<file path="config.mk">
export PLATFORM = sky130hd
export DESIGN_NAME = mem_loader
export DESIGN_NICKNAME = d
export VERILOG_FILES = /design/src/rtl/mem_loader.sv
export SDC_FILE = /design/constraint.sdc
export NUM_CORES = 1
export LEC_CHECK = 0
export CORE_AREA = 2 2 71 73
export CTS_CLUSTER_DIAMETER = 60
export DETAILED_ROUTE_END_ITERATION = 10
export DIE_AREA = 0 0 73 75
export PLACE_DENSITY = 0.78
export SYNTH_ARGS = -nofsm -noshare
export SYNTH_HDL_FRONTEND = slang
export SYNTH_SLANG_ARGS = --single-unit
</file>
<file path="constraint.sdc">
create_clock -name clk -period 2.6 [get_ports clk]
set_input_delay 0.26 -clock clk [delete_from_list [all_inputs] [get_ports clk]]
set_output_delay 0.26 -clock clk [all_outputs]
set_load 0.05 [all_outputs]
</file>
<file path="src/rtl/mem_loader.sv">
// Byte-stream memory loader: takes a length byte and N data bytes, writes them to memory
// from address 0, then releases the processor. Optional checksum path: LOADER_CHECKSUM_EN.
module mem_loader #(
    parameter int WIDTH = 8
) (
    input  logic             clk,
    input  logic             reset,
    input  logic [WIDTH-1:0] in_data,
    input  logic             in_valid,
    output logic             in_ready,
    input  logic             cpu_memwrite,
    input  logic [WIDTH-1:0] cpu_adr,
    input  logic [WIDTH-1:0] cpu_writedata,
    output logic             mem_en,
    output logic             mem_write,
    output logic [WIDTH-1:0] mem_adr,
    output logic [WIDTH-1:0] mem_writedata,
    output logic             cpu_reset,
    output logic             done,
    output logic             err
);

    typedef enum logic [2:0] {
        S_LEN,
        S_LOAD,
        S_FLUSH,
        S_RUN
`ifdef LOADER_CHECKSUM_EN
        ,
        S_CSUM,
        S_ERR
`endif
    } state_t;

    state_t           state_q, state_d;
    logic [WIDTH-1:0] adr_q, adr_d;
    logic [WIDTH-1:0] len_q, len_d;
    logic             wr_q, wr_d;
    logic [WIDTH-1:0] wr_adr_q, wr_adr_d;
    logic [WIDTH-1:0] wr_data_q, wr_data_d;
    logic             in_ready_q, in_ready_d;
    logic             cpu_reset_q, cpu_reset_d;
    logic             done_q, done_d;
    logic             accept;
    logic             last_byte;
`ifdef LOADER_CHECKSUM_EN
    logic [WIDTH-1:0] csum_q, csum_d;
    logic             err_q, err_d;
`endif

    assign accept    = in_valid && in_ready_q;
    assign last_byte = (adr_q == len_q - WIDTH'(1));

    always_comb begin
        state_d   = state_q;
        adr_d     = adr_q;
        len_d     = len_q;
        wr_d      = 1'b0;
        wr_adr_d  = wr_adr_q;
        wr_data_d = wr_data_q;
`ifdef LOADER_CHECKSUM_EN
        csum_d    = csum_q;
`endif
        case (state_q)
            S_LEN: begin
                if (accept) begin
                    len_d = in_data;
                    adr_d = '0;
`ifdef LOADER_CHECKSUM_EN
                    csum_d  = in_data;
                    state_d = (in_data != '0) ? S_LOAD : S_CSUM;
`else
                    state_d = (in_data != '0) ? S_LOAD : S_RUN;
`endif
                end
            end
            S_LOAD: begin
                if (accept) begin
                    wr_d      = 1'b1;
                    wr_adr_d  = adr_q;
                    wr_data_d = in_data;
                    adr_d     = adr_q + WIDTH'(1);
`ifdef LOADER_CHECKSUM_EN
                    csum_d = csum_q + in_data;
                    if (last_byte) state_d = S_CSUM;
`else
                    if (last_byte) state_d = S_FLUSH;
`endif
                end
            end
            // FLUSH is the cycle in which the final registered write is on the port
            S_FLUSH: state_d = S_RUN;
`ifdef LOADER_CHECKSUM_EN
            S_CSUM: begin
                if (accept) state_d = (in_data == csum_q) ? S_RUN : S_ERR;
            end
`endif
            default: state_d = state_q;
        endcase

        in_ready_d  = (state_d == S_LEN) || (state_d == S_LOAD)
`ifdef LOADER_CHECKSUM_EN
                      || (state_d == S_CSUM)
`endif
                      ;
        cpu_reset_d = (state_d != S_RUN);
        done_d      = (state_d == S_RUN);
`ifdef LOADER_CHECKSUM_EN
        err_d       = (state_d == S_ERR);
`endif
    end

    always_ff @(posedge clk) begin
        if (reset) begin
            state_q     <= S_LEN;
            adr_q       <= '0;
            len_q       <= '0;
            wr_q        <= 1'b0;
            in_ready_q  <= 1'b1;
            cpu_reset_q <= 1'b1;
            done_q      <= 1'b0;
`ifdef LOADER_CHECKSUM_EN
            csum_q      <= '0;
            err_q       <= 1'b0;
`endif
        end else begin
            state_q     <= state_d;
            adr_q       <= adr_d;
            len_q       <= len_d;
            wr_q        <= wr_d;
            in_ready_q  <= in_ready_d;
            cpu_reset_q <= cpu_reset_d;
            done_q      <= done_d;
`ifdef LOADER_CHECKSUM_EN
            csum_q      <= csum_d;
            err_q       <= err_d;
`endif
        end
        wr_adr_q  <= wr_adr_d;
        wr_data_q <= wr_data_d;
    end

    // The processor owns the memory port only once it has been released
    assign mem_en        = 1'b1;
    assign mem_write     = (state_q == S_RUN) ? cpu_memwrite  : wr_q;
    assign mem_adr       = (state_q == S_RUN) ? cpu_adr       : wr_adr_q;
    assign mem_writedata = (state_q == S_RUN) ? cpu_writedata : wr_data_q;
    assign in_ready      = in_ready_q;
    assign cpu_reset     = cpu_reset_q;
    assign done          = done_q;
`ifdef LOADER_CHECKSUM_EN
    assign err           = err_q;
`else
    assign err           = 1'b0;
`endif

endmodule

</file>
# Word-level counts from Yosys, hierarchy flattened
# Index checks and enable logic that the tools add are counted.
[totals] word_cells=43 out_inout_bits=22 inputBits=28 ff_bits=39
[op_classes] n_addsub=2 reduce_logical=10 n_mux=12 n_eq_ne=9 n_bitwise=1
[op_table] operator="8-bit 2-to-1 mux" count=4
[op_table] operator="8-bit one-hot mux with 2 select lines" count=1
[op_table] operator="3-bit by 2-bit == test with 1-bit output, second input constant" count=3
[op_table] operator="3-bit 2-to-1 mux" count=3
[op_table] operator="3-bit one-hot mux with 3 select lines" count=1
[op_table] operator="8-bit by 1-bit adder with 8-bit output, second input constant" count=1
[op_table] operator="8-bit == test" count=1
[op_table] operator="8-bit nonzero test" count=1
[op_table] operator="8-bit by 1-bit subtractor with 8-bit output, second input constant" count=1
[op_table] operator="3-bit by 1-bit == test with 1-bit output, second input constant" count=2
[op_table] operator="3-bit zero test" count=2
[op_table] operator="2-bit inequality test, second input constant" count=2
[op_table] operator="2-bit AND reduction" count=2
[op_table] operator="3-bit by 2-bit inequality test with 1-bit output, second input constant" count=1
[op_table] operator="3-bit AND reduction" count=1
[op_table] operator="1-bit 2-to-1 mux" count=2
[op_table] operator="2-bit 2-to-1 mux" count=1
[op_table] operator="2-bit nonzero test" count=1
[op_table] operator="2-bit OR reduction" count=1
[op_table] operator="1-bit logical AND" count=1
[op_table] operator="1-bit logical OR" count=1
[op_table] operator="1-bit NOT" count=1

# Depth between registers and ports, before layout
# Gate-level depths: netlist of run 1.
[depth] depth_word=7 depth_mapped=9 depth_no_buf=7

# Least setup slack after synthesis of run 1
# OpenSTA, ideal clock, no wires.
[synth_timing] path_type="register to register" from="register len_q[0]" to="register in_ready_q (netlist: in_ready)" path_slack_ns=0.610 path_buffers=2 t_arrival_ns=1.861 stages_incl_launch_ff=10 setup_ns=0.130 synth_period_minus_slack_ns=1.990 t_required_ns=2.470 cell_sequence="dfxtp_1 buf_2 inv_1 ha_1 buf_6 o21bai_1 a2111oi_1 a311oi_1 a2111oi_2 o31ai_1"
[synth_between] elab_chain_len=7 word_cells_on_any_way=8 classes_between="add/sub: 1; eq/ne: 2; mux: 3; reduce/logical: 2"
[synth_lines] item="start: declaration" line="37" text="logic [WIDTH-1:0] len_q, len_d;"
[synth_lines] item="start signal: assignment" line="129" text="len_q <= len_d;"
[synth_lines] item="8-bit by 1-bit subtractor with 8-bit output (*)" line="52" text="assign last_byte = (adr_q == len_q - WIDTH'(1));"
[synth_lines] item="8-bit == test (*)" line="52"
[synth_lines] item="3-bit 2-to-1 mux (*)" line="87" text="if (last_byte) state_d = S_FLUSH;"
[synth_lines] item="3-bit 2-to-1 mux (*)" line="78" text="if (accept) begin"
[synth_lines] item="3-bit one-hot mux with 3 select lines (*)" line="64" text="case (state_q)"
[synth_lines] item="3-bit by 1-bit == test with 1-bit output / 3-bit zero test (equally long branches)" line="101" text="in_ready_d = (state_d == S_LEN) || (state_d == S_LOAD)"
[synth_lines] item="1-bit logical OR (*)" line="101"
[synth_lines] item="end signal: assignment" line="131" text="in_ready_q <= in_ready_d;"
[synth_lines] item="end: declaration" line="41" text="logic in_ready_q, in_ready_d;"
# Every way passes the cells marked *; elsewhere a longest branch is shown, timed or not.
# A chain may end at the register's enable or synchronous reset.

# Final worst setup path of run 1
[layout_timing] from="register len_q[0]" to="register state_q[0]"
[layout_between] elab_chain_len=5
[layout_lines] item="8-bit by 1-bit subtractor with 8-bit output" line="52"
[layout_lines] item="8-bit == test" line="52"
[layout_lines] item="3-bit 2-to-1 mux" line="87"
[layout_lines] item="3-bit 2-to-1 mux" line="78"
[layout_lines] item="3-bit one-hot mux with 3 select lines" line="64"
[layout_lines] item="end signal: assignment" line="127" text="state_q <= state_d;"
[layout_lines] item="end: declaration" line="35" text="state_t state_q, state_d;"
# Every way passes these cells.

==> flow_summary.toml, run 1 <==
[die]
initial_core_util_pct = 40.5
ioPinCount = 50
fp.dieH_um = 75
row_count = 25
die_x_um = 73
core_um2 = 4660
die_area_um2 = 5480

[setup_path]
cp-startpoint = "len_q[0]$_SDFFE_PP0P_"
required_ns = 2.75
cp-end-kind = "register"
r2r_slack_ns = 0.38
crit_fanout = 7
critPathLaunchType = "register"
worstPathArrival_ns = 2.37
r2r.worst_path.cells = 7
rr_endpoint = "state_q[0]$_SDFF_PP0_"
regToRegStartpoint = "len_q[0]$_SDFFE_PP0P_"
timing_worst_setup_path_type = "reg -> reg"

[clock_tree]
postCtsSetupBuffers = 0
ctsLongestPathBuffers = 2
cts_buffers = 5
cts_hold_buf = 0
clk_latency_ns = 0.29
ctsResizeCount = 0
clock_sinks = 39
path_clk_slew_ns = 0.07
cts_tree = "done"
cts-root-buf = "clkbuf_8"
htreeDepth = 2

[timing]
maxSlewHeadroom_pct = 57.7
min_period_ns = 2.22
clock_skew_ns = 0.00842
clock.fmax_mhz = 451
slew_violations = 0
hold_violations = 0
setup_viol_count_final = 0
rsz0062_at_grt = "false"
final.setup.worst_slack_ns = 0.382
fin_crit_sh_pct = 85.3
tightest_slew_ns = 0.634
setup_tns_ns = 0

[min_path]
min_path_type = "reg -> reg"
hold_start = "adr_q[5]$_SDFFE_PP0P_"
min_path_cells = 0
hold_end = "wr_adr_q[5]$_DFFE_PP_"

[logic_synthesis]
async_flop_share_pct = 0
synthesis.nets = 200
syn_area_um2 = 1890
synth_seq_cells = 39
yosys-top-cells-count = "23 x dfxtp_1, 22 x nor2_1, 16 x edfxtp_1"
syn_inst = 170
synthMostInstantiatedCell = "dfxtp_1"
synth_top_flop_cell = "dfxtp_1"
yosysTopAreaCell = "edfxtp_1"
synth.area.top_cells = "edfxtp_1 25%, dfxtp_1 24%, mux2_1 6.0%"
synth_edf_count = 16
yosys.area.top_type_share_pct = 25.4
yosysWarnings = 0
ys_seq_area_share_pct = 49.8
syn_avg_cell_area_um2 = 11.1
synth_cell_types = 46

[layout]
layout.nets = 247
fin_util_pct = 54.4
syn2layout_area_growth_pct = 34.3
n_antenna_cell = 0
drive_above_1_share_pct = 17.9
instances_no_fill = 272

[route]
viasPerCell = 5.14
vias = 1399
first_pass_iters = 4
postRouteAntennaNets = 0
wl_per_cell_um = 14.3
drcViolationCount = 0
drtIter0Drc = 93
routed_wl_mm = 3.89

[placement]
dp_cells = 264
dp_hpwl_mm = 2.90
routabilityCongestion = 0.821
place_ws_ns = 0.406
port_buffers = 47

[global_route]
grt_start_max_net_pins = 18
grt_pass1_vias = 1358
grt_pass1_wl_mm = 6.27
grt.total_usage_pct = 15.1
grt_antenna_before_repair = 0
grt_overflow = 0

[flow_run]
maxCapViolations = 0

[power_and_ir_drop]
peakVddDrop_uv = 253
totalPowerFinal_mw = 1.37
leakagePower_nw = 0.976
p_per_area_nw_per_um2 = 539

[status]
status = "complete, no violations"
## registers in the layout, indices dropped and copies added (netlist names)
signal     cells
in_ready       1
len_q          8
wr_data_q      8
adr_q          8
wr_q           1
done           1
state_q        3
cpu_reset      1
wr_adr_q       8
## routing by layer
layer	track usage (%)	routed length [um]	vias to the layer above
met5	0	0	-
li1	-	-	700
met1	18.4	1720	651
met2	26.4	1870	42
met4	4.32	47	0
met3	4.02	241	6
## how the worst max path moves through the flow
stage / depth (start not counted) / endpoint
floorplan: 9 / in_ready$_SDFF_PP1_
global placement: 7 / state_q[0]$_SDFF_PP0_
detailed placement: 7 / in_ready$_SDFF_PP1_
CTS: 7 / in_ready$_SDFF_PP1_
global route: 7 / state_q[0]$_SDFF_PP0_
finish: 7 / state_q[0]$_SDFF_PP0_
## power by group
| group | internal, mW | switching, mW | total (mW) | leakage, nW |
|---|---|---|---|---|
| registers | 0.655 | 0.0193 | 0.674 | 0.341 |
| clock network | 0.287 | 0.202 | 0.489 | 0.0524 |
| logic | 0.0990 | 0.104 | 0.203 | 0.583 |
| total | 1.04 | 0.324 | 1.37 | 0.976 |
## through the flow
step	cell area (um^2)	hold slack [ns]
detailed placement	2430	0.528
global route	2530	0.552
finish	2530	0.533
floorplan	1890	0.329
global placement	2430	0.519
CTS	2530	0.539
## kinds of logic (layout without fill, tap and decap cells)
group | Yosys count | in the layout | share of synthesized area [%]
AOI/OAI and AO/OA | 16 | 16 | 6.56
adders and majority gates | 2 | 2 | 1.33
and+or+nand+nor | 55 | 55 | 15.6
muxes | 25 | 25 | 14.4
buffers and inverters | 14 | 62 | 4.04
DFF | 39 | 39 | 49.8
xor gates and xnor gates | 17 | 17 | 7.89
other | 2 | 2 | 0.398
## area by class of cell
class                      instances  area (um^2)
sequential                        39          941
multi-input combinational        117          871
fill                             429         2130
inverter                           5         18.8
tap                               54         67.6
timing repair buffer              49          531
clock buffer                       7         76.3
clock inverter                     1         30.0
## worst max-delay path, stage by stage (launching register included)
cell and delay, ns:
dfxtp_1 0.46, inv_1 0.08, ha_1 0.29, o21bai_1 0.19, a2111oi_1 0.41, a311oi_1 0.10
a2111oi_2 0.46, nor3_1 0.09
## cell usage in the layout, fill, tap and decap left out, drive strengths merged, types with 5 or more instances in the layout
cell type	Yosys	layout
buf	8	19
clkbuf	1	7
clkdlybuf4s50	0	30
dfxtp	23	23
edfxtp	16	16
inv	5	5
mux2	17	17
mux2i	8	8
nand2	5	5
nor2	23	23
nor3	6	6
xnor2	9	9
xor2	8	8
Note: power is estimated with default switching activity, not from simulation.
==> run 2, diff against run 1 <==
--- a/config.mk
+++ b/config.mk
@@ -7,6 +7,7 @@
 export LEC_CHECK = 0
 export CORE_AREA = 2 2 71 73
 export CTS_CLUSTER_DIAMETER = 60
+export CTS_CLUSTER_SIZE = 25
 export DETAILED_ROUTE_END_ITERATION = 10
 export DIE_AREA = 0 0 73 75
 export PLACE_DENSITY = 0.78
==> results of run 2 <==
Final layout, timing and power as in run 1 (identical DEF).
